==> src/rtl/sine_keystream_gen_if.sv <==
// Bus bundle between the keystream generator, its run controller, the
// combinational sine map stage and the downstream XOR consumer.
interface sine_keystream_gen_if;
    logic        start;
    logic [31:0] seed;
    logic [31:0] ratio_in;
    logic [23:0] num_bytes;
    logic [31:0] map_x_n;
    logic [31:0] map_ratio;
    logic [31:0] map_x_next;
    logic [7:0]  ks_byte;
    logic        ks_valid;
    logic        ks_ready;
    logic        busy;
    logic        done;

    modport slave (
        input  start, seed, ratio_in, num_bytes, map_x_next, ks_ready,
        output map_x_n, map_ratio, ks_byte, ks_valid, busy, done
    );

    modport master (
        output start, seed, ratio_in, num_bytes, map_x_next, ks_ready,
        input  map_x_n, map_ratio, ks_byte, ks_valid, busy, done
    );
endinterface

==> src/rtl/sine_keystream_gen.sv <==
// Drives the sine map iteration: loads a seed, discards a warm-up transient,
// then emits one keystream byte per further iteration over valid/ready.
module sine_keystream_gen #(
    parameter int unsigned DISCARD     = 1000,
    parameter int unsigned MAP_LATENCY = 1,
    parameter logic [31:0] ZERO_SUB    = 32'h9E3779B9
) (
    input  logic                 clk,
    input  logic                 rst,
    sine_keystream_gen_if.slave  bus
);

    typedef enum logic [2:0] {
        ST_IDLE = 3'd0,
        ST_WARM = 3'd1,
        ST_EMIT = 3'd2,
        ST_HOLD = 3'd3,
        ST_DONE = 3'd4
    } state_t;

    localparam logic [15:0] DISC_INIT = 16'(DISCARD);
    localparam logic [3:0]  LAT_LAST  = 4'(MAP_LATENCY - 1);

    state_t      r_state;
    state_t      w_state_nxt;
    logic [31:0] r_x;
    logic [31:0] r_ratio;
    logic [31:0] r_saved_seed;
    logic [23:0] r_bytes_left;
    logic [15:0] r_disc_cnt;
    logic [3:0]  r_lat_cnt;
    logic [7:0]  r_ks_byte;
    logic        r_ks_valid;
    logic        r_busy;
    logic        r_done;

    logic        w_lat_run;
    logic        w_lat_hit;
    logic        w_handshake;
    logic [31:0] w_cap;
    logic [31:0] w_seed_load;

    // Iteration strobe, zero-collapse guards and handshake qualifier
    always_comb begin
        w_lat_run   = (r_state == ST_WARM) || (r_state == ST_EMIT);
        w_lat_hit   = w_lat_run && (r_lat_cnt == LAT_LAST);
        w_handshake = r_ks_valid && bus.ks_ready;
        if (bus.map_x_next == 32'd0) begin
            w_cap = r_saved_seed ^ ZERO_SUB;
        end else begin
            w_cap = bus.map_x_next;
        end
        if (bus.seed == 32'd0) begin
            w_seed_load = ZERO_SUB;
        end else begin
            w_seed_load = bus.seed;
        end
    end

    // Next-state decode
    always_comb begin
        w_state_nxt = r_state;
        case (r_state)
            ST_IDLE: begin
                if (!bus.start) begin
                    w_state_nxt = ST_IDLE;
                end else if (bus.num_bytes == 24'd0) begin
                    w_state_nxt = ST_DONE;
                end else if (DISC_INIT == 16'd0) begin
                    w_state_nxt = ST_EMIT;
                end else begin
                    w_state_nxt = ST_WARM;
                end
            end
            ST_WARM: begin
                // The capture that takes the counter from one to zero ends warm-up
                if (w_lat_hit && (r_disc_cnt <= 16'd1)) begin
                    w_state_nxt = ST_EMIT;
                end else begin
                    w_state_nxt = ST_WARM;
                end
            end
            ST_EMIT: begin
                if (w_lat_hit) begin
                    w_state_nxt = ST_HOLD;
                end else begin
                    w_state_nxt = ST_EMIT;
                end
            end
            ST_HOLD: begin
                if (!w_handshake) begin
                    w_state_nxt = ST_HOLD;
                end else if (r_bytes_left <= 24'd1) begin
                    w_state_nxt = ST_DONE;
                end else begin
                    w_state_nxt = ST_EMIT;
                end
            end
            ST_DONE: begin
                w_state_nxt = ST_IDLE;
            end
            default: begin
                w_state_nxt = ST_IDLE;
            end
        endcase
    end

    // State, datapath and registered status outputs
    always_ff @(posedge clk or posedge rst) begin
        if (rst) begin
            r_state      <= ST_IDLE;
            r_x          <= 32'd0;
            r_ratio      <= 32'd0;
            r_saved_seed <= 32'd0;
            r_bytes_left <= 24'd0;
            r_disc_cnt   <= 16'd0;
            r_lat_cnt    <= 4'd0;
            r_ks_byte    <= 8'd0;
            r_ks_valid   <= 1'b0;
            r_busy       <= 1'b0;
            r_done       <= 1'b0;
        end else begin
            r_state <= w_state_nxt;
            r_busy  <= (w_state_nxt != ST_IDLE);
            r_done  <= (r_state == ST_DONE);
            // Latency counter restarts at every capture and outside the iterating states
            if (w_lat_run && !w_lat_hit) begin
                r_lat_cnt <= r_lat_cnt + 4'd1;
            end else begin
                r_lat_cnt <= 4'd0;
            end
            case (r_state)
                ST_IDLE: begin
                    if (bus.start) begin
                        r_x          <= w_seed_load;
                        r_ratio      <= bus.ratio_in;
                        r_saved_seed <= bus.seed;
                        r_bytes_left <= bus.num_bytes;
                        r_disc_cnt   <= DISC_INIT;
                    end
                end
                ST_WARM: begin
                    if (w_lat_hit) begin
                        r_x <= w_cap;
                        if (r_disc_cnt != 16'd0) begin
                            r_disc_cnt <= r_disc_cnt - 16'd1;
                        end
                    end
                end
                ST_EMIT: begin
                    if (w_lat_hit) begin
                        r_x        <= w_cap;
                        r_ks_byte  <= w_cap[23:16] ^ w_cap[7:0];
                        r_ks_valid <= 1'b1;
                    end
                end
                ST_HOLD: begin
                    if (w_handshake) begin
                        r_ks_valid <= 1'b0;
                        if (r_bytes_left != 24'd0) begin
                            r_bytes_left <= r_bytes_left - 24'd1;
                        end
                    end
                end
                default: begin
                end
            endcase
        end
    end

    assign bus.map_x_n   = r_x;
    assign bus.map_ratio = r_ratio;
    assign bus.ks_byte   = r_ks_byte;
    assign bus.ks_valid  = r_ks_valid;
    assign bus.busy      = r_busy;
    assign bus.done      = r_done;

endmodule
==> src/flat_wrapper.sv <==
// flat-port wrapper written by rule: the top's interface ports become plain ports
module sine_keystream_gen_flat 
#(
    parameter int unsigned DISCARD     = 1000,
    parameter int unsigned MAP_LATENCY = 1,
    parameter logic [31:0] ZERO_SUB    = 32'h9E3779B9
)
  (clk, rst, bus_start, bus_seed, bus_ratio_in, bus_num_bytes, bus_map_x_next, bus_ks_ready, bus_map_x_n, bus_map_ratio, bus_ks_byte, bus_ks_valid, bus_busy, bus_done);
  sine_keystream_gen_if bus_i ();
  input  logic clk;
  input  logic rst;
  input wire logic [$bits(bus_i.start)-1:0] bus_start;
  input wire logic [$bits(bus_i.seed)-1:0] bus_seed;
  input wire logic [$bits(bus_i.ratio_in)-1:0] bus_ratio_in;
  input wire logic [$bits(bus_i.num_bytes)-1:0] bus_num_bytes;
  input wire logic [$bits(bus_i.map_x_next)-1:0] bus_map_x_next;
  input wire logic [$bits(bus_i.ks_ready)-1:0] bus_ks_ready;
  output wire logic [$bits(bus_i.map_x_n)-1:0] bus_map_x_n;
  output wire logic [$bits(bus_i.map_ratio)-1:0] bus_map_ratio;
  output wire logic [$bits(bus_i.ks_byte)-1:0] bus_ks_byte;
  output wire logic [$bits(bus_i.ks_valid)-1:0] bus_ks_valid;
  output wire logic [$bits(bus_i.busy)-1:0] bus_busy;
  output wire logic [$bits(bus_i.done)-1:0] bus_done;
  assign bus_i.start = bus_start;
  assign bus_i.seed = bus_seed;
  assign bus_i.ratio_in = bus_ratio_in;
  assign bus_i.num_bytes = bus_num_bytes;
  assign bus_i.map_x_next = bus_map_x_next;
  assign bus_i.ks_ready = bus_ks_ready;
  assign bus_map_x_n = bus_i.map_x_n;
  assign bus_map_ratio = bus_i.map_ratio;
  assign bus_ks_byte = bus_i.ks_byte;
  assign bus_ks_valid = bus_i.ks_valid;
  assign bus_busy = bus_i.busy;
  assign bus_done = bus_i.done;
  sine_keystream_gen #(.DISCARD(DISCARD), .MAP_LATENCY(MAP_LATENCY), .ZERO_SUB(ZERO_SUB)) u_core (.clk(clk), .rst(rst), .bus(bus_i));
endmodule
==> config.mk <==
export PLATFORM = sky130hd
export DESIGN_NAME = sine_keystream_gen_flat
export DESIGN_NICKNAME = d
export VERILOG_FILES = /design/src/rtl/sine_keystream_gen_if.sv /design/src/rtl/sine_keystream_gen.sv /design/src/flat_wrapper.sv
export SDC_FILE = /design/constraint.sdc
export NUM_CORES = 1
export LEC_CHECK = 0
export ABC_AREA = 1
export CAP_MARGIN = 20
export CORE_AREA = 2 2 143 145
export DETAILED_ROUTE_END_ITERATION = 16
export DIE_AREA = 0 0 145 147
export GPL_TIMING_DRIVEN = 0
export PLACE_DENSITY = 0.75
export SLEW_MARGIN = 10
export SYNTH_ARGS = -nofsm -noshare
export SYNTH_HDL_FRONTEND = slang
export SYNTH_SLANG_ARGS = --single-unit
==> constraint.sdc <==
create_clock -name clk -period 5.3 [get_ports clk]
set_input_delay 0.795 -clock clk [delete_from_list [all_inputs] [get_ports clk]]
set_output_delay 0.795 -clock clk [all_outputs]
set_load 0.1 [all_outputs]
==> qor.yml, run 1 <==
crit_type: "reg2out"
p_leak_nw: 5.64
die_w_um: 145
grt_overflow: 0
rows: 52
io_buffer_count: 198
coreArea_um2: 19800
synthTopCellsByArea: "dfrtp_1 (44%), nand2_1 (20%), nand3_1 (6.1%)"
clock_sink_count: 154
holdWs_ps: 470
wl_met3_mm: 1.96
ctsHoldBuffers: 0
crit_required_ps: 4510
hold_viol_final: 0
post_cts_resized: 0
syn_inst: 1239
wl_met1_mm: 11.4
fin_tns_setup_ps: 0
clkTransAtPathRegs_ps: 70
fin_skew_ps: 12.0
peakVddDrop_uv: 672
ys_ff_latch: 154
clk_latency_ps: 430
yosys_warnings: 0
yosys.area.top_type: "dfrtp_1"
hold_class: "reg2reg"
cts_root_buffer: "clkbuf_16"
max_cap_viol_count: 0
cts_max_level: 4
wl_per_cell_um: 15.3
cts_buffer_depth: 2
drc_errors: 0
fp.dieH_um: 147
crit_chain: "clkdlybuf4s50_1"
fmax_mhz: 361
grt_max_degree: 87
initial_core_util: 0.442
yosysSeqAreaShare: 0.440
arrival_ps: 1980
max_stage_delay_ps: 1150
rsz0062_at_grt: "no"
drive_gt1_frac: 0.0823
yosys.area.top_type_share: 0.440
regArea_um2: 3850
critPathBufInv: 1
area_delta_synth_final_pct: 33.9
period_needed_ps: 2770
dp_hpwl_mm: 19.9
place_area_um2: 11100
tightest_slew_ps: 1060
worstSetupEndpointType: "output pin"
grt_pass1_vias: 8459
cp_top_family: "buffers and inverters"
cp-start-kind: "flop"
finalMaxSlewViolations: 0
powerDensity_nw_per_um2: 738
gp_congestion: 0.914
synth_area_um2: 8760
design_area_um2: 11700
timing.final.crit_share: 0.523
cts_tree: "yes"
antenna_found_initial: 1
crit_fanout: 2
fillCellCount: 1820
post_cts_buffers: 0
synthDistinctLibCells: 37
via_count: 8883
routed.top_layer: "met4"
setup_viol: 0
die-area_um2: 21300
grt_pass1_wl_mm: 43.0
final_common_cell: "nand2_1"
relSlewSlack: 0.291
final_cell_mix: "nand2_1 (458), clkdlybuf4s50_1 (198), dfrtp_1 (154), nor2_1 (137), inv_1 (112)"
wl_met2_mm: 12.6
cts_buffers: 17
postRouteWirelength_mm: 26.6
multi_input_area_um2: 4170
status: "completed"
postRouteAntennaNets: 0
first_iter_violations: 766
avgSynthCellArea_um2: 7.07
drt-vias-per-instance: 5.10
io-pin-count: 199
crit_path_top_delay_cell: "clkdlybuf4s50_1"
track_usage: 0.250
synth_fp_nets: 1371
drt_first_pass_iters: 8
nets: 1589
total_power_mw: 8.67
## cells in the mapped netlist
cell and number:
o21ai_1 16, dfrtp_1 154, buf_2 24, clkinv_2 1, o21bai_1 2, nand2_1 458
o22ai_1 1, nand4_1 10, buf_6 10, nand2_4 4, nand3_2 2, buf_1 1
nor2_2 7, clkbuf_1 11, o21ai_2 9, mux2i_1 1, nand3_1 107, a21oi_4 1
a21oi_1 32, nor2_1 137, nand2_2 8, o21ai_4 2, o2bb2ai_1 1, nand3_4 3
ha_1 8, a22oi_1 1, nor2_4 4, inv_2 9, or2_2 3, xnor2_1 1
o31ai_1 2, nand3b_1 9, o21a_1 1, nor3_1 6, xor2_1 5, inv_1 113
o21ai_0 75
## registers in the layout, indices dropped and copies added, names as in the netlist
name / flops
u_core.bus.map_ratio: 32
u_core.bus.map_x_n: 32
u_core.r_saved_seed: 32
u_core.r_bytes_left: 24
u_core.r_disc_cnt: 16
u_core.bus.ks_byte: 8
u_core.r_lat_cnt: 4
u_core.r_state: 3
u_core.bus.busy: 1
u_core.bus.done: 1
u_core.bus.ks_valid: 1
## cells by family (layout without fill, tap and decap cells)
family | count (synthesis) | count (layout) | share of synthesized area
buf+inv | 169 | 400 | 0.0845
fa+ha+maj | 8 | 8 | 0.0114
other cells | 0 | 1 | 0
xor+xnor | 6 | 6 | 0.00600
flops | 154 | 154 | 0.440
compound gates | 143 | 143 | 0.0916
mux | 1 | 1 | 0.00114
simple gates | 758 | 758 | 0.366
## metal layers
metal  vias up  GRT usage
li1       4335          -
met1      4166      0.326
met2       339      0.415
met3        43     0.0575
met4         0     0.0807
met5         -          0
## cell type report
| class | count | area share |
|---|---|---|
| multi-input combinational | 916 | 0.355 |
| sequential | 154 | 0.328 |
| timing repair buffer | 199 | 0.171 |
| inverter | 123 | 0.0401 |
| clock buffer | 18 | 0.0374 |
| tap | 270 | 0.0288 |
| buffer | 46 | 0.0237 |
| clock inverter | 14 | 0.0151 |
| antenna | 1 | 0.000213 |
## worst paths after layout
| check | from | to | slack (ps) | cells after the start |
|---|---|---|---|---|
| worst min-delay path | u_core.bus.map_ratio[2]$_DFFE_PP0P_ | u_core.bus.map_ratio[2]$_DFFE_PP0P_ | 470 | 2 |
| max in group asynchronous | rst | u_core.r_lat_cnt[0]$_DFF_PP0_ | 3710 | 3 |
| worst min register to register | u_core.bus.map_ratio[2]$_DFFE_PP0P_ | u_core.bus.map_ratio[2]$_DFFE_PP0P_ | 470 | 2 |
| min in group asynchronous | rst | u_core.bus.map_ratio[19]$_DFFE_PP0P_ | 800 | 2 |
| worst max-delay path | u_core.bus.map_x_n[19]$_DFFE_PP0P_ | bus_map_x_n[19] | 2530 | 1 |
| worst max register to register | u_core.r_bytes_left[0]$_DFFE_PP0P_ | u_core.r_bytes_left[18]$_DFFE_PP0P_ | 3370 | 9 |
## tightest hold or removal path, delay by kind of cell, from the launching register on
kind / cells / cell delay (ps)
and+or+nand+nor: 2 / 100
DFF: 1 / 340
## metrics by stage
stage	setup WS, ps	utilization	cells
global route	2470	0.591	1740
finish	2530	0.592	1741
CTS	2510	0.591	1740
detailed placement	2560	0.560	1708
global placement	-1910	0.559	1707
floorplan	355	-	1239
## power by group
group | total, mW | internal (mW) | switching (mW)
combinational | 5.29 | 1.38 | 3.91
clock | 1.29 | 0.732 | 0.558
sequential | 2.09 | 1.72 | 0.368
No activity file was read; power rests on OpenSTA's default activity.
==> run 2: changes to the inputs <==
==> constraint.sdc (replaced) <==
create_clock -name clk -period 2.4 [get_ports clk]
set_input_delay 0.36 -clock clk [delete_from_list [all_inputs] [get_ports clk]]
set_output_delay 0.36 -clock clk [all_outputs]
set_load 0.1 [all_outputs]
==> qor.yml, run 2 (synthesized netlist as in run 1, its figures left out) <==
cts_tree: "yes"
finalMaxSlewViolations: 0
holdWs_ps: 237
track_usage: 0.248
grt_pass1_vias: 8457
fin_tns_setup_ps: 0
cts_max_level: 4
crit_chain: "clkdlybuf4s50_1"
clk_latency_ps: 430
final_common_cell: "nand2_1"
drt-vias-per-instance: 5.08
first_iter_violations: 721
clkTransAtPathRegs_ps: 70
tightest_slew_ps: 1040
rows: 52
gp_congestion: 0.881
max_stage_delay_ps: 1170
diodes: 0
postRouteWirelength_mm: 26.2
peakVddDrop_uv: 1500
cts_buffers: 17
grt_overflow: 0
arrival_ps: 1970
powerDensity_nw_per_um2: 1620
crit_path_top_delay_cell: "clkdlybuf4s50_1"
ff2ff_setup_slack_ps: 460
cp_top_family: "buffers and inverters"
grt_pass1_wl_mm: 42.4
cp-start-kind: "flop"
fmax_mhz: 430
hold_class: "in2async"
period_needed_ps: 2330
ctsHoldBuffers: 0
fp.dieH_um: 147
coreArea_um2: 19800
relSlewSlack: 0.301
post_cts_buffers: 0
clock_sink_count: 154
critPathBufInv: 1
crit_type: "reg2out"
initial_core_util: 0.442
io-pin-count: 199
rsz0062_at_grt: "no"
crit_fanout: 2
drive_gt1_frac: 0.0835
final_cell_mix: "nand2_1 (458), clkdlybuf4s50_1 (196), dfrtp_1 (154), nor2_1 (137), inv_1 (112)"
rr_worst_depth: 7
drc_errors: 0
timing.final.crit_share: 0.970
via_count: 8855
cts_buffer_depth: 2
nets: 1592
die-area_um2: 21300
r2r_end: "u_core.bus.map_x_n[5]$_DFFE_PP0P_"
area_delta_synth_final_pct: 34.4
worstSetupEndpointType: "output pin"
crit_required_ps: 2040
setup_viol: 0
multi_input_area_um2: 4170
p_leak_nw: 5.67
cts_root_buffer: "clkbuf_16"
io_buffer_count: 198
postRouteAntennaNets: 0
grt_max_degree: 38
post_cts_resized: 0
wl_per_cell_um: 15.0
fillCellCount: 1846
fin_skew_ps: 16.9
regArea_um2: 3850
die_w_um: 145
drt_first_pass_iters: 5
antenna_found_initial: 0
dp_hpwl_mm: 19.8
hold_viol_final: 0
r2r-start: "u_core.r_state[0]$_DFF_PP0_"
max_cap_viol_count: 0
status: "completed"
## run 2: metrics by stage
stage / setup WS [ps] / utilization / total power [mW] / instances / instance area, um2
6_report: 72.2 / 0.594 / 19.1 / 1743 / 11800
4_1_cts: 31.1 / 0.593 / 19.1 / 1743 / 11800
2_1_floorplan: 95.1 / - / 13.2 / 1239 / 8770
3_5_place_dp: 30.1 / 0.563 / 16.2 / 1711 / 11200
3_3_place_gp: -1300 / 0.559 / 16.1 / 1707 / 11100
5_1_grt: 10.7 / 0.594 / 20.2 / 1743 / 11800
## run 2: worst max-delay path by stage
| stage | start | to | slack, ps | cells after the start |
|---|---|---|---|---|
| floorplan | rst | u_core.bus.busy$_DFF_PP0_ | 100 | 1 |
| global placement | rst | u_core.bus.map_x_n[20]$_DFFE_PP0P_ | -1300 | 2 |
| detailed placement | bus_map_x_next[9] | u_core.bus.ks_byte[6]$_DFFE_PP0P_ | 30 | 12 |
| CTS | u_core.bus.ks_valid$_DFFE_PP0P_ | bus_ks_valid | 30 | 1 |
| global route | u_core.bus.map_ratio[3]$_DFFE_PP0P_ | bus_map_ratio[3] | 10 | 1 |
| finish | u_core.bus.map_x_n[1]$_DFFE_PP0P_ | bus_map_x_n[1] | 70 | 1 |
## run 2: area by class of cell
class | instances | area share
Buffer | 46 | 0.0236
Clock buffer | 18 | 0.0364
Clock inverter | 14 | 0.0152
Inverter | 123 | 0.0396
Multi-Input combinational cell | 916 | 0.354
Sequential cell | 154 | 0.327
Tap cell | 270 | 0.0287
Timing Repair Buffer | 202 | 0.175
## run 2: metal layers
layer / vias up / global-route usage / wire length (um) / part of all wire
li1: 4344 / - / - / -
met1: 4088 / 0.319 / 11000 / 0.42
met2: 378 / 0.420 / 12500 / 0.48
met3: 45 / 0.0547 / 2010 / 0.077
met4: 0 / 0.0777 / 635 / 0.024
met5: - / 0 / 0 / 0
## run 2: report_power, final
group / total, mW / switching [mW] / internal [mW]
Sequential: 4.62 / 0.815 / 3.81
Combinational: 11.6 / 8.58 / 3.05
Clock: 2.80 / 1.21 / 1.58
Total: 19.1 / 10.6 / 8.45
